## config.mk

```make
export PLATFORM = sky130hd
export DESIGN_NAME = traffic_light_controller_n
export DESIGN_NICKNAME = d
export VERILOG_FILES = /design/src/rtl/traffic_light_controller_n.sv
export SDC_FILE = /design/constraint.sdc
export NUM_CORES = 1
export LEC_CHECK = 0
export ABC_CLOCK_PERIOD_IN_PS = 3100
export CAP_MARGIN = 20
export CORE_ASPECT_RATIO = 1.1
export CORE_MARGIN = 2
export CORE_UTILIZATION = 50
export CTS_BUF_LIST = sky130_fd_sc_hd__clkbuf_16
export CTS_CLUSTER_SIZE = 20
export DETAILED_ROUTE_END_ITERATION = 7
export HOLD_SLACK_MARGIN = 0.02
export PLACE_DENSITY = 0.76
export SETUP_SLACK_MARGIN = 0.3
export SLEW_MARGIN = 10
export SYNTH_ARGS = -nofsm -noshare
export SYNTH_HDL_FRONTEND = slang
export SYNTH_SLANG_ARGS = --single-unit
```

## constraint.sdc

```tcl
create_clock -name clk -period 3.1 [get_ports clk]
set_clock_uncertainty 0.2 [all_clocks]
set_input_delay 0.62 -clock clk [delete_from_list [all_inputs] [get_ports clk]]
set_output_delay 0.62 -clock clk [all_outputs]
set_load 0.01 [all_outputs]
```

## src/rtl/traffic_light_controller_n.sv

```systemverilog
// N-approach junction controller: round-robin GREEN/YELLOW/ALL_RED phases with
// prioritised emergency preemption, pedestrian WALK and warning buzzer outputs.
module traffic_light_controller_n #(
  parameter int N_APPROACH = 4,
  parameter int T_GREEN    = 10,
  parameter int T_YELLOW   = 3,
  parameter int T_ALLRED   = 1,
  parameter int T_EM       = 9,
  parameter int CNT_W      = 8
) (
  input  logic                          clk,
  input  logic                          reset,
  input  logic [N_APPROACH-1:0]         emergency,
  output logic [2*N_APPROACH-1:0]       lights,
  output logic [N_APPROACH-1:0]         walk,
  output logic [N_APPROACH-1:0]         buzzer,
  output logic                          em_active,
  output logic [$clog2(N_APPROACH)-1:0] em_id
);

  localparam int ID_W = $clog2(N_APPROACH);
  localparam logic [CNT_W-1:0] TG = CNT_W'(T_GREEN);
  localparam logic [CNT_W-1:0] TY = CNT_W'(T_YELLOW);
  localparam logic [CNT_W-1:0] TA = CNT_W'(T_ALLRED);
  localparam logic [CNT_W-1:0] TE = CNT_W'(T_EM);

  typedef enum logic [1:0] {S_GREEN, S_YELLOW, S_ALLRED, S_EM} state_t;

  state_t            state_reg, state_next;
  logic [ID_W-1:0]   cur_reg, cur_next;
  logic [ID_W-1:0]   nxt_reg, nxt_next;
  logic [CNT_W-1:0]  timer_reg, timer_next;
  logic [N_APPROACH-1:0] pend_reg, pend_next;
  logic              em_exit_reg, em_exit_next;

  logic [N_APPROACH-1:0] em_mask, pend_eff;
  logic [ID_W-1:0]   sel;
  logic              any_pend, higher, timer_done;
  logic [CNT_W-1:0]  timer_dec;

  logic [2*N_APPROACH-1:0] lights_next;
  logic [N_APPROACH-1:0]   walk_next, buzzer_next;
  logic                    em_active_next;
  logic [ID_W-1:0]         em_id_next;

  function automatic logic [ID_W-1:0] inc_phase(input logic [ID_W-1:0] p);
    return (p == ID_W'(N_APPROACH - 1)) ? '0 : p + 1'b1;
  endfunction

  always_comb begin
    // While serving k, emergency[k] only extends the hold and never re-arms pend[k].
    em_mask = '0;
    if (state_reg == S_EM) em_mask[cur_reg] = 1'b1;
    pend_eff = pend_reg | (emergency & ~em_mask);

    sel    = '0;
    higher = 1'b0;
    for (int i = 0; i < N_APPROACH; i++) begin
      if (pend_eff[i]) sel = ID_W'(i);
      if (pend_eff[i] && (ID_W'(i) > cur_reg)) higher = 1'b1;
    end
    any_pend = |pend_eff;

    timer_done = (timer_reg <= 1);
    timer_dec  = (timer_reg > 1) ? timer_reg - 1'b1 : timer_reg;

    state_next   = state_reg;
    cur_next     = cur_reg;
    nxt_next     = nxt_reg;
    timer_next   = timer_dec;
    pend_next    = pend_eff;
    em_exit_next = em_exit_reg;

    case (state_reg)
      S_GREEN: begin
        if (any_pend && (sel == cur_reg)) begin
          state_next     = S_EM;
          timer_next     = TE;
          pend_next[sel] = 1'b0;
        end else if (any_pend || timer_done) begin
          state_next   = S_YELLOW;
          timer_next   = TY;
          em_exit_next = 1'b0;
        end
      end
      S_YELLOW: begin
        if (timer_done) begin
          state_next = S_ALLRED;
          timer_next = TA;
        end
      end
      S_ALLRED: begin
        if (timer_done) begin
          if (any_pend) begin
            state_next     = S_EM;
            cur_next       = sel;
            nxt_next       = inc_phase(sel);
            timer_next     = TE;
            pend_next[sel] = 1'b0;
          end else begin
            state_next = S_GREEN;
            cur_next   = nxt_reg;
            nxt_next   = inc_phase(nxt_reg);
            timer_next = TG;
          end
        end
      end
      default: begin
        // Timer saturates at 1 here, marking the minimum hold as satisfied.
        if (higher || (timer_done && !emergency[cur_reg])) begin
          state_next   = S_YELLOW;
          timer_next   = TY;
          em_exit_next = 1'b1;
        end
      end
    endcase
  end

  // Outputs are decoded from the next state so they register alongside it.
  genvar gi;
  generate
    for (gi = 0; gi < N_APPROACH; gi++) begin : g_out
      logic is_cur;
      assign is_cur = (cur_next == ID_W'(gi));
      assign lights_next[2*gi +: 2] =
          (is_cur && (state_next == S_GREEN || state_next == S_EM)) ? 2'b00 :
          (is_cur && state_next == S_YELLOW)                        ? 2'b01 : 2'b10;
      assign walk_next[gi]   = (state_next == S_GREEN) && !is_cur;
      assign buzzer_next[gi] = !is_cur &&
          ((state_next == S_EM) || (state_next == S_YELLOW && !em_exit_next));
    end
  endgenerate

  assign em_active_next = (state_next == S_EM);
  assign em_id_next     = em_active_next ? cur_next : '0;

  always_ff @(posedge clk) begin
    if (reset) begin
      state_reg   <= S_ALLRED;
      cur_reg     <= '0;
      nxt_reg     <= '0;
      timer_reg   <= TA;
      pend_reg    <= '0;
      em_exit_reg <= 1'b0;
      lights      <= {N_APPROACH{2'b10}};
      walk        <= '0;
      buzzer      <= '0;
      em_active   <= 1'b0;
      em_id       <= '0;
    end else begin
      state_reg   <= state_next;
      cur_reg     <= cur_next;
      nxt_reg     <= nxt_next;
      timer_reg   <= timer_next;
      pend_reg    <= pend_next;
      em_exit_reg <= em_exit_next;
      lights      <= lights_next;
      walk        <= walk_next;
      buzzer      <= buzzer_next;
      em_active   <= em_active_next;
      em_id       <= em_id_next;
    end
  end

endmodule

```

==> summary.md, run 1 <==
| Metric | Value |
|---|---|
| Max frequency | 330 MHz |
| Hold path start | timer_reg[6]$_SDFF_PP0_ |
| Slowest-stage cell, CP | or4b_4 |
| Synth Cell Area | 2040 µm² |
| Mean Syn Cell Area | 8.66 µm² |
| Hold Crit Class | reg -> reg |
| Post-synth EDFFs | 0 |
| Simple-Gate Fraction of Synth Area | 28.6% |
| Internal power | 2.13 mW |
| R2r setup slk | 0.07 ns |
| I/O pins | 25 |
| Final hold vios | 0 |
| Clock Power Share | 15.1% |
| Area Growth Syn to Fin | 45.8% |
| Diode count | 0 |
| Clk slew on worst S/H paths | 0.06 ns |
| Die H | 71.1 µm |
| Relative max-transition margin | 66.3% |
| Synth Warn # | 0 |
| Rows | 24 |
| Initial detailed-routing violation count | 88 |
| Hold buffer count at CTS | 0 |
| Root Driver | clkbuf_16 |
| Peak supply drop | 865 µV |
| Dpl cell area | 2600 µm² |
| Die area | 4620 µm² |
| Crit Path Class | reg -> reg |
| Die Span X | 65.0 µm |
| WP data required | 3.12 ns |
| Synth area leader | dfxtp_1 |
| Initial antenna violation count | 0 |
| Post-synthesis sequential area ratio | 37.2% |
| #FFs+latches synth | 38 |
| Inserted Clock Buffers | 5 |
| Xor/xnor share of the synthesized area | 2.14% |
| Leading register cell type out of synthesis | dfxtp_1 |
| GRT Residual Overflow | 0 |
| RSZ-0062 raised after global routing | yes |
| Pin count of the biggest net entering global routing | 18 |
| Share of cells above drive strength 1 | 28.8% |
| Fin. max-slew vios | 0 |
| Reg power frac | 19.8% |
| Total core area | 3930 µm² |
| Synth top area cells | dfxtp_1, ha_1, nor2_1, a21oi_1, nor2b_1 |
| Reg2reg start | state_reg[1]$_SDFF_PP1_ |
| Clk buf depth | 2 |
| Startpoint Class | flop |
| Pleak | 1.25 nW |
| Post-DRT Antenna Nets | 0 |
| Slew of the pin with the lowest slew margin | 0.503 ns |
| Post-synthesis mux area share | 0.551% |
| CTS tree | yes |
| Nature of the critical path endpoint | flop |
| CP Max Fanout | 4 |
| Drt via density | 5.53 |
| Worst Setup SP | state_reg[1]$_SDFF_PP1_ |
| Final hold slack | 0.331 ns |
| Pre-Repair DR Iteration Count | 4 |
| Syn nets | 256 |
| Largest family of logic cells by synthesized area | simple AND/OR/NAND/NOR gates |
| Final setup fails | 0 |
| Number of H-tree levels | 2 |
| NumNets Final | 318 |
| Synth unique cells | 53 |
| Vias in the first global route | 1924 |
| Final Wtd Congestion | 0.922 |
| Max cap viols | 0 |
| Cell Pwr Density | 1260 nW/µm² |
| Clock Latency Late Sink | 0.28 ns |
| Switching Share | 43.2% |
| Adder-cell share of the synthesized area | 8.57% |
| Global-route wire length before repair | 8600 µm |
| Max incr delay on CP | 0.48 ns |
| Hold Crit Depth | 2 |
| Worst R2R End | lights[0]$_SDFF_PP0_ |
| Sw power | 1.62 mW |
| Number of port buffers | 24 |
| Via count | 1942 |
| All-Layer GR Usage | 24.1% |
| Reg2reg path depth | 10 |
| Synth Area in Compound Gates | 19.4% |
| Finished Cell Area | 2980 µm² |
| Final Cycle Share | 97.9% |
| Final Critical Period | 3.03 ns |
| Most frequent cell after synthesis | dfxtp_1 |
| Min-Delay Endpoint | timer_reg[6]$_SDFF_PP0_ |
| Share of the synthesized area in the top cell type | 37.2% |
| Crit path cell chain | ha_4 > or4b_4 > a221oi_4 > and4_4 > a211oi_4 > a221oi_4 > inv_2 > ha_4 > nor3b_4 > and2_1 |
| DR DRC count | 0 |
| Starting Density | 52.0% |
| Combinational power share | 65.1% |
| Post-synth ARST share | 0% |
| Synth top cells by count | dfxtp_1, nor2_1, a21oi_1 |
| Status | finished, final reports clean |
| Detailed Route WL | 5720 µm |
| Post-DP HPWL | 3670 µm |
| Final-layout fill cell count | 274 |
| Drt wl/cell | 16.3 µm |
| Mapped Cells | 236 |
| Num Clock Sinks | 38 |
| CP arrival | 3.05 ns |
cell usage in the layout, fill, tap and decap left out, drive strengths merged, types with 4 or more instances in the layout:
cell and n:
nand2b 7, and2 7, xnor2 4, ha 14, a21oi 18, inv 14, nand3 5, dfxtp 38
clkbuf 5, o21ai 6, a211oi 5, nor3 9, nand2 12, dlygate4sd2 4, nor2b 8, or2 6
clkdlybuf4s50 20, buf 37, nor2 37
final cells by class:
| type | count | area (µm²) | area share (%) |
|---|---|---|---|
| Clock inverter | 3 | 37.5 | 1.26 |
| Multi-Input combinational cell | 179 | 1410 | 47.2 |
| Sequential cell | 38 | 768 | 25.8 |
| Clock buffer | 5 | 125 | 4.20 |
| Inverter | 13 | 48.8 | 1.64 |
| Timing Repair Buffer | 61 | 528 | 17.7 |
| Tap cell | 52 | 65.1 | 2.18 |
how the worst max path moves through the flow:
stage                           end  slack (ns)  depth (start not counted)
2_1_floorplan  lights[1]$_SDFF_PP1_        0.16                         11
3_3_place_gp   lights[1]$_SDFF_PP1_       -0.26                         11
3_5_place_dp   lights[7]$_SDFF_PP1_       -0.38                         11
4_1_cts        lights[6]$_SDFF_PP0_        0.24                         10
5_1_grt        lights[0]$_SDFF_PP0_       -0.03                         10
6_report       lights[0]$_SDFF_PP0_        0.07                         10
per-stage QoR:
step	TNS (ns)	utilization, %	std cells	setup WS (ns)	power [mW]
finish	0	75.8	351	0.0657	3.74
global route	-0.0443	75.8	351	-0.0286	3.96
CTS	0	74.2	349	0.238	3.50
detailed placement	-5.60	66.2	336	-0.377	2.69
global placement	-4.01	66.2	336	-0.256	2.65
floorplan	0	-	236	0.160	2.04
cell families after synthesis:
group	after synthesis
AOI/OAI and AO/OA	53
xor gates and xnor gates	5
adders and majority gates	14
buffers and inverters	19
DFF	38
muxes	1
and+or+nand+nor	106
power by group through the flow:
stage               logic [mW]  clock network (mW)  registers, mW
floorplan                 1.28                   0          0.765
global placement          1.90                   0          0.749
detailed placement        1.94                   0          0.752
CTS                       2.19               0.568          0.735
global route              2.62               0.590          0.753
finish                    2.44               0.565          0.741
what timing repair did:
action,4_1_cts,5_1_grt
gates resized for setup,31,9
pin swaps,22,9
setup endpoints to repair,19,19
setup buffers,5,2
gates cloned,0,0
endpoints found under the hold margin,0,0
layer usage:
metal	track usage, %	share of wire (%)
met2	42.3	53
met4	12.1	2.5
met5	0	0
met1	28.1	41
met3	4.29	3.6
worst max-delay path, delay by kind of cell, from the launching register on:
| family | cells | cell delay [ns] |
|---|---|---|
| buffers and inverters | 1 | 0.11 |
| AO/OA/AOI/OAI | 3 | 0.74 |
| AND/OR/NAND/NOR | 4 | 1.19 |
| adder cells (fa/ha/maj) | 2 | 0.38 |
| flip-flops | 1 | 0.36 |
Note: power is estimated with default switching activity, not from simulation.
==> run 2, diff against run 1 <==
- ABC_AREA: not set -> 1
- CORE_UTILIZATION: 50 -> 49
- PLACE_DENSITY: 0.76 -> 0.75
==> summary.md, run 2 <==
| Metric | Value |
|---|---|
| Status | finished, final reports clean |
| Dpl cell area | 2360 µm² |
| Root Driver | clkbuf_16 |
| Via count | 1852 |
| Initial detailed-routing violation count | 84 |
| Crit Path Class | reg -> reg |
| Final hold vios | 0 |
| Global-route wire length before repair | 7470 µm |
| Reg power frac | 22.5% |
| Final Worst Setup Slack | 0.431 ns |
| Clock Latency Late Sink | 0.28 ns |
| Most frequent cell after synthesis | nand2_1 |
| Peak supply drop | 684 µV |
| Max cap viols | 0 |
| Post-DRT Antenna Nets | 0 |
| Pleak | 1.26 nW |
| RSZ-0062 raised after global routing | no |
| GRT Residual Overflow | 0 |
| Number of H-tree levels | 2 |
| Relative max-transition margin | 65.1% |
| Clk buf depth | 2 |
| WL met1 | 1970 µm |
| Synth Warn # | 0 |
| Vias in the first global route | 1718 |
| Die area | 4630 µm² |
| Dpl cells | 346 |
| Combinational power share | 58.0% |
| Post-synth EDFFs | 0 |
| Clk slew on worst S/H paths | 0.06 ns |
| Total core area | 3960 µm² |
| Cell Pwr Density | 1240 nW/µm² |
| Share of cells above drive strength 1 | 23.0% |
| Routed wl met3 | 215 µm |
| Sw power | 1.43 mW |
| Mean Syn Cell Area | 7.61 µm² |
| Num Clock Sinks | 38 |
| Syn nets | 284 |
| CP Max Fanout | 7 |
| Pre-CTS setup slack | -0.0967 ns |
| Final Cycle Share | 86.1% |
| Final Wtd Congestion | 0.986 |
| Synth Area in Compound Gates | 13.8% |
| Final Critical Period | 2.67 ns |
| Max frequency | 375 MHz |
| I/O pins | 25 |
| Count of non-filler cells in the finished layout | 361 |
| CP arrival | 2.68 ns |
| Initial antenna violation count | 0 |
| Switching Share | 43.1% |
| Pin count of the biggest net entering global routing | 16 |
| Top Metal Used | met4 |
| Commonest cells after routing, fill and taps aside | nand2_1, dfxtp_1, nor2_1, inv_1, clkdlybuf4s50_1 |
| Rows | 24 |
| Area Growth Syn to Fin | 33.0% |
| Synth top cells by count | nand2_1, dfxtp_1, nor2_1 |
| Starting Density | 50.7% |
| Synth top area cells | dfxtp_1, ha_1, nand2_1, nor2_1, inv_1 |
| Final-layout fill cell count | 342 |
| Detailed Route WL | 4600 µm |
| Overall power | 3.30 mW |
| Setup_tns | 0 ns |
| DR WL met2 | 2280 µm |
| Largest family of logic cells by synthesized area | simple AND/OR/NAND/NOR gates |
| Post-DP HPWL | 3290 µm |
| Synth area leader | dfxtp_1 |
| WP data required | 3.11 ns |
| Post-synth ARST share | 0% |
| Diode count | 0 |
| Simple-Gate Fraction of Synth Area | 29.9% |
| Adder-cell share of the synthesized area | 8.72% |
| Most common library cell in the layout ignoring fill and taps | nand2_1 |
| #FFs+latches synth | 38 |
| Startpoint Class | flop |
| CTS tree | yes |
| Number of port buffers | 24 |
| Slew of the pin with the lowest slew margin | 0.523 ns |
| Drt via density | 5.13 |
| Finished Cell Area | 2670 µm² |
| Drt wl/cell | 12.8 µm |
| Nature of the critical path endpoint | flop |
| Final setup fails | 0 |
| Xor/xnor share of the synthesized area | 1.74% |
| Pre-Repair DR Iteration Count | 4 |
| Util after Layout | 67.4% |
| Final hold slack | 0.281 ns |
| Mapped Cells | 264 |
| Share of the synthesized area in the top cell type | 37.9% |
| Leading register cell type out of synthesis | dfxtp_1 |
| Synth unique cells | 37 |
| Post-synthesis sequential area ratio | 37.9% |
| Die H | 71.1 µm |
| Fin. max-slew vios | 0 |
| Synth Cell Area | 2010 µm² |
| Die Span X | 65.0 µm |
| DR DRC count | 0 |
| Post-synthesis mux area share | 0% |
| Clock Power Share | 19.6% |
| Inserted Clock Buffers | 5 |
| NumNets Final | 328 |
| Hold Crit Class | reg -> reg |
| All-Layer GR Usage | 20.7% |
| Internal power | 1.88 mW |
run 2: cell types whose count changed in the layout (fill, tap and decap cells not counted), sizes merged, moves of 4 or more:
cell          change
inv              +24
buf              -21
nand3            +14
o21ai            +15
and2              -7
dlygate4sd2       -4
dlymetal6s2s      +4
or2               -4
nand2b            -7
nor2b             -8
a211oi            -4
nand2            +45
run 2: final cells by class:
type                       count  area, µm²  area share [%]
clock buffer                   5        125            4.69
multi-input combinational    185       1140            42.6
sequential                    38        763            28.6
clock inverter                 3       63.8            2.39
tap                           52       65.1            2.44
timing repair buffer          40        370            13.9
inverter                      38        145            5.44
run 2: worst max-delay path, stage by stage, from the launching register on:
cell and delay [ns]:
dfxtp_2 0.39, ha_4 0.20, nand3_1 0.08, nand2_1 0.10, nand2_2 0.10, inv_4 0.10, nand2_4 0.07, nor2_8 0.11
inv_2 0.05, o21ai_2 0.14, nand2_1 0.07, o21ai_1 0.07, nand2_1 0.07, nand2_1 0.07, nand2_2 0.07, inv_2 0.09
ha_4 0.21, nand3b_1 0.23, nor2_1 0.17
run 2: kinds of logic (layout without fill, tap and decap cells):
family / Yosys count / in the layout
compound gates: 44 / 44
xor+xnor: 4 / 4
fa+ha+maj: 14 / 14
buf+inv: 41 / 86
flops: 38 / 38
simple gates: 123 / 123
run 2: final timing paths:
kind	from	to	slack, ns	depth (start not counted)
setup / recovery	state_reg[1]$_SDFF_PP1_	lights[4]$_SDFF_PP0_	0.43	18
hold reg to reg	timer_reg[2]$_SDFF_PP0_	timer_reg[2]$_SDFF_PP0_	0.28	2
hold / removal	timer_reg[2]$_SDFF_PP0_	timer_reg[2]$_SDFF_PP0_	0.28	2
setup reg to reg	state_reg[1]$_SDFF_PP1_	lights[4]$_SDFF_PP0_	0.43	18
run 2: per-layer routing:
metal | up-vias | GRT usage (%)
met5 | - | 0
met4 | 0 | 9.49
met3 | 14 | 4.93
met2 | 53 | 34.9
met1 | 848 | 24.9
li1 | 937 | -
run 2: repair_timing:
action / 4_1_cts / 5_1_grt
pin swaps: 1 / 12
hold buffers: 0 / 0
gates resized for setup: 4 / 12
setup buffers: 0 / 7
endpoints found under the setup margin: 8 / 15
run 2: power by group through the flow:
stage | combinational (mW) | clock (mW) | sequential [mW]
5_1_grt | 2.14 | 0.680 | 0.756
6_report | 1.92 | 0.647 | 0.742
3_3_place_gp | 1.68 | 0 | 0.737
3_5_place_dp | 1.70 | 0 | 0.741
4_1_cts | 1.73 | 0.657 | 0.737
2_1_floorplan | 1.19 | 0 | 0.765
==> edit 1: new RTL, config.mk and constraints of run 1 <==
The parameter `N_APPROACH` goes from 4 to 8.
--- a/src/rtl/traffic_light_controller_n.sv
+++ b/src/rtl/traffic_light_controller_n.sv
@@ -3,3 +3,3 @@
 module traffic_light_controller_n #(
-  parameter int N_APPROACH = 4,
+  parameter int N_APPROACH = 8,
   parameter int T_GREEN    = 10,
Ports: changed (5 resized); port bits go from 25 to 46. No check against the original RTL was run, so the function may have changed too.
==> edit 1 against run 1 <==
- power up 87%
- largest cell class unchanged
- worst hold slack gained 0.040 ns
- cell area rose by 72%
- routed wire length rose to 2.5 times the old value
- setup slack got worse by 0.49 ns
- fmax down 14%
- sequential cell count rose by 23
- critical endpoint is now buzzer[0]$_SDFF_PP0_
- combinational power rose by 96%
- the run now ends with negative setup slack left
- synthesized area rose by 44%
- global-route usage increased by 11 points
==> edit 1: results (changes against run 1) <==
status finished, violations left (was finished clean); failing checks negative setup slack; drt wl/cell 27.04 um (was 16.28 um); Unique masters post-synth 63 (was 53); vias in the first global route 3,170 (was 1,924); gp weighted congestion 0.8902 (was 0.9223); H-tree levels 3 (was 2); largest net degree at the start of global routing 19 (was 18); routed length on met2 6818 um (was 3004 um); critical path's top delay family compound AO/OA/AOI/OAI gates (was simple AND/OR/NAND/NOR gates); post-synthesis compound-gate area fraction 0.2285 (was 0.1940); PortBufs 45 (was 24); Crit path largest cell delay 0.37 ns (was 0.48 ns); drt initial violations 410 (was 88); Tot GR Track Use 0.3496 (was 0.2414); met1 Track Usage GR 0.3965 (was 0.2806); 1st-pass router iterations 5 (was 4); Post-Syn Instances 314 (was 236); setup bufs post-CTS 13 (was 5); sequential area share after synthesis 0.4146 (was 0.3721); dpl cells 491 (was 336); post_cts resized 66 (was 31); HPWL Detailed 6028 um (was 3668 um); wl on met1 5097 um (was 2362 um); PnR worst setup slack -0.4230 ns (was 0.06570 ns); Critical Path Slowest Stage Cell dfxtp_4 (was or4b_4); Synth area leaders dfxtp_1 41%, ha_1 5.5%, a21oi_1 4.1% (was dfxtp_1 37%, ha_1 8.6%, nor2_1 6.8%); Post-synth top cells 61 x dfxtp_1, 30 x nor2_1, 24 x a21oi_1 (was 38 x dfxtp_1, 37 x nor2_1, 18 x a21oi_1); Leak 2.071 nW (was 1.254 nW); setup violators final 35 (was 0); Final Core Density 0.8961 (was 0.7576); final wirelength 14,550 um (was 5716 um); met3 usage 0.06989 (was 0.04293); cts bufs inserted 9 (was 5)
==> edit 1: changes by cell type after synthesis, sizes merged, moves of 6 or more <==
cell	before	now
nand3	5	12
a211oi	5	13
buf	0	13
and3	1	8
nand2	12	18
a21oi	18	26
o21ai	6	12
a311oi	0	8
nor2	37	31
dfxtp	38	61
==> edit 1: final cells by class <==
class,instances,area (um2)
Tap cell,77,96.34
Sequential cell,61,1231
Timing Repair Buffer,148,1328
Clock buffer,9,225.2
Clock inverter,7,66.31
Multi-Input combinational cell,225,2145
Inverter,11,46.29
Fill cell,224,595.6
==> edit 1: stage by stage <==
step | setup slack (ns) | cell area, um2
2_1_floorplan | -0.03599 | 3040
5_1_grt | -0.4571 | 5137
3_3_place_gp | -0.4590 | 4021
6_report | -0.4230 | 5137
3_5_place_dp | -0.5626 | 4021
4_1_cts | -0.08975 | 4697
==> edit 1: final timing paths <==
| kind | cells past startpoint | slack, ns | start | endpoint |
|---|---|---|---|---|
| min reg2reg | 2 | 0.37 | nxt_reg[2]$_SDFFE_PP0P_ | nxt_reg[2]$_SDFFE_PP0P_ |
| min | 2 | 0.37 | nxt_reg[2]$_SDFFE_PP0P_ | nxt_reg[2]$_SDFFE_PP0P_ |
| max reg2reg | 16 | -0.42 | state_reg[0]$_SDFF_PP0_ | buzzer[0]$_SDFF_PP0_ |
| max | 16 | -0.42 | state_reg[0]$_SDFF_PP0_ | buzzer[0]$_SDFF_PP0_ |
==> edit 1: power by group through the flow <==
stage | Clock (mW) | Combinational [mW] | Sequential, mW
3_5_place_dp | 0 | 2.92 | 1.18
6_report | 1.00 | 4.78 | 1.22
3_3_place_gp | 0 | 2.83 | 1.17
5_1_grt | 1.04 | 4.88 | 1.23
4_1_cts | 0.972 | 3.62 | 1.18
2_1_floorplan | 0 | 1.75 | 1.21
==> edit 2: new RTL, settings of run 1 <==
Made on the original files. Remove the register `walk`: a continuous assignment takes its place, so the output `walk` follows one clock earlier.
--- a/src/rtl/traffic_light_controller_n.sv
+++ b/src/rtl/traffic_light_controller_n.sv
@@ -145,3 +145,2 @@
       lights      <= {N_APPROACH{2'b10}};
-      walk        <= '0;
       buzzer      <= '0;
@@ -157,3 +156,2 @@
       lights      <= lights_next;
-      walk        <= walk_next;
       buzzer      <= buzzer_next;
@@ -164,2 +162,4 @@
 
+  assign walk = walk_next;
+
 endmodule
Function: changed (Yosys sat finds a counterexample within 4 cycles, from zero or initial values and one cycle with reset high).
==> edit 2 against run 1 <==
- the run now ends with negative setup slack left
- synthesized area down 4.5%
- power up 23%
- critical path depth up 8
- worst hold slack worse by 0.015 ns
- clock power up 17%
- global-route usage up 9.9 points
- sequential share of layout area down 4.3 points
- sequential cell count down 4
- non-clock buffer count up 29
- cell area up 7.0%
- cell count up 5.1%
- routed wire length up 38%
- setup slack worse by 0.54 ns
- critical endpoint is now buzzer[0]$_SDFF_PP0_
==> edit 2: results (changes against run 1) <==
Area after DPL 2708 um2 (was 2603 um2); critical path's top delay family buffers and inverters (was simple AND/OR/NAND/NOR gates); power density cells 1444 nW/um2 (was 1256 nW/um2); Clock Network Area Fraction 0.06083 (was 0.05458); Post-synth top cells 34 x dfxtp_1, 33 x nor2_1, 17 x inv_1 (was 38 x dfxtp_1, 37 x nor2_1, 18 x a21oi_1); HPWL Detailed 4014 um (was 3668 um); mux share of post-synthesis cell area 0.005769 (was 0.005508); first-pass GRT wire length 11,470 um (was 8597 um); multi-input gates 169 (was 179); FF-to-FF setup slack -0.47 ns (was 0.07 ns); Hold EP timer_reg[7]$_SDFF_PP0_ (was timer_reg[6]$_SDFF_PP0_); Cell Count, Final, Fillers Out 369 (was 351); layout cells sized above 1 0.4201 (was 0.2876); Tot GR Track Use 0.3405 (was 0.2414); sequential power 0.677 mW (was 0.741 mW); Synth area leaders dfxtp_1 35%, ha_1 9.0%, nor2_1 6.3% (was dfxtp_1 37%, ha_1 8.6%, nor2_1 6.8%); Leak 1.367 nW (was 1.254 nW); sequential area share after synthesis 0.3487 (was 0.3721); Mapped Nets 247 (was 256); WP data arrival 3.55 ns (was 3.05 ns); metal3 WL 558 um (was 207 um); Post-Syn Instances 227 (was 236); Plain + repair buffers 90 (was 61); Synth Area in Adders 0.08974 (was 0.08568); 1st-pass router iterations 7 (was 4); Worst R2R End buzzer[0]$_SDFF_PP0_ (was lights[0]$_SDFF_PP0_); Well Taps 50 (was 52); Crit path largest cell delay 0.45 ns (was 0.48 ns); met1 Track Usage GR 0.3741 (was 0.2806); setup violators final 17 (was 0); total power 4.604 mW (was 3.743 mW); dpl ws -1.026 ns (was -0.3775 ns); worst-case reg-to-reg path depth 17 (was 10); PnR worst setup slack -0.4766 ns (was 0.06570 ns); multi-input combinational area share 0.4415 (was 0.4723); met2 track demand over resource 0.5719 (was 0.4227); post-synthesis compound-gate area fraction 0.2288 (was 0.1940); failing checks negative setup slack; drt initial violations 167 (was 88); status finished, violations left (was finished clean); dpl cells 351 (was 336); gp weighted congestion 0.8725 (was 0.9223); Unique masters post-synth 59 (was 53); final hold slack 0.3165 ns (was 0.3311 ns); Signal buf overhead 0.2418 (was 0.1772); hold path start timer_reg[7]$_SDFF_PP0_ (was timer_reg[6]$_SDFF_PP0_); Seq area share 0.2151 (was 0.2578); Avg Vias per Cell 6.100 (was 5.533); routed length on met2 3876 um (was 3004 um); Slew headroom 0.5844 (was 0.6634); setup TNS -5.203 ns (was 0 ns); top_reg_cell synth dfxtp_1 (unchanged); Nets 338 (was 318); Switching Fraction 0.4266 (was 0.4322); Critical Path Slowest Stage Cell clkdlybuf4s50_1 (was or4b_4); FILL cells 170 (was 274); wl on met1 2810 um (was 2362 um); Signal inverters 18 (was 13)
[edit 2: cell count changes in the layout (fill, tap and decap cells not counted), moves of 4 or more]
cell,change
dfxtp_1,-4
buf_4,+26
nor2_1,-5
inv_1,+5
buf_6,+6
nand3_1,-5
a21oi_1,-6
and2_1,-4
nor2b_4,+6
nor3_1,-5
[edit 2: worst max path at each step]
stage,depth (start not counted),slack [ns],from,end
final,18,-0.48,emergency[2],buzzer[0]$_SDFF_PP0_
after floorplan,14,0.03,state_reg[0]$_SDFF_PP0_,buzzer[0]$_SDFF_PP0_
after CTS,16,-0.37,state_reg[0]$_SDFF_PP0_,buzzer[0]$_SDFF_PP0_
after global placement,10,-0.97,emergency[1],walk[0]
after global routing,17,-0.54,state_reg[1]$_SDFF_PP1_,buzzer[0]$_SDFF_PP0_
after detailed placement,10,-1.03,emergency[1],walk[3]
[edit 2: what timing repair did]
item,4_1_cts,5_1_grt
hold buffers,0,0
setup buffers,8,2
resized for setup,42,29
setup endpoints to repair,19,27
pin swaps,15,15
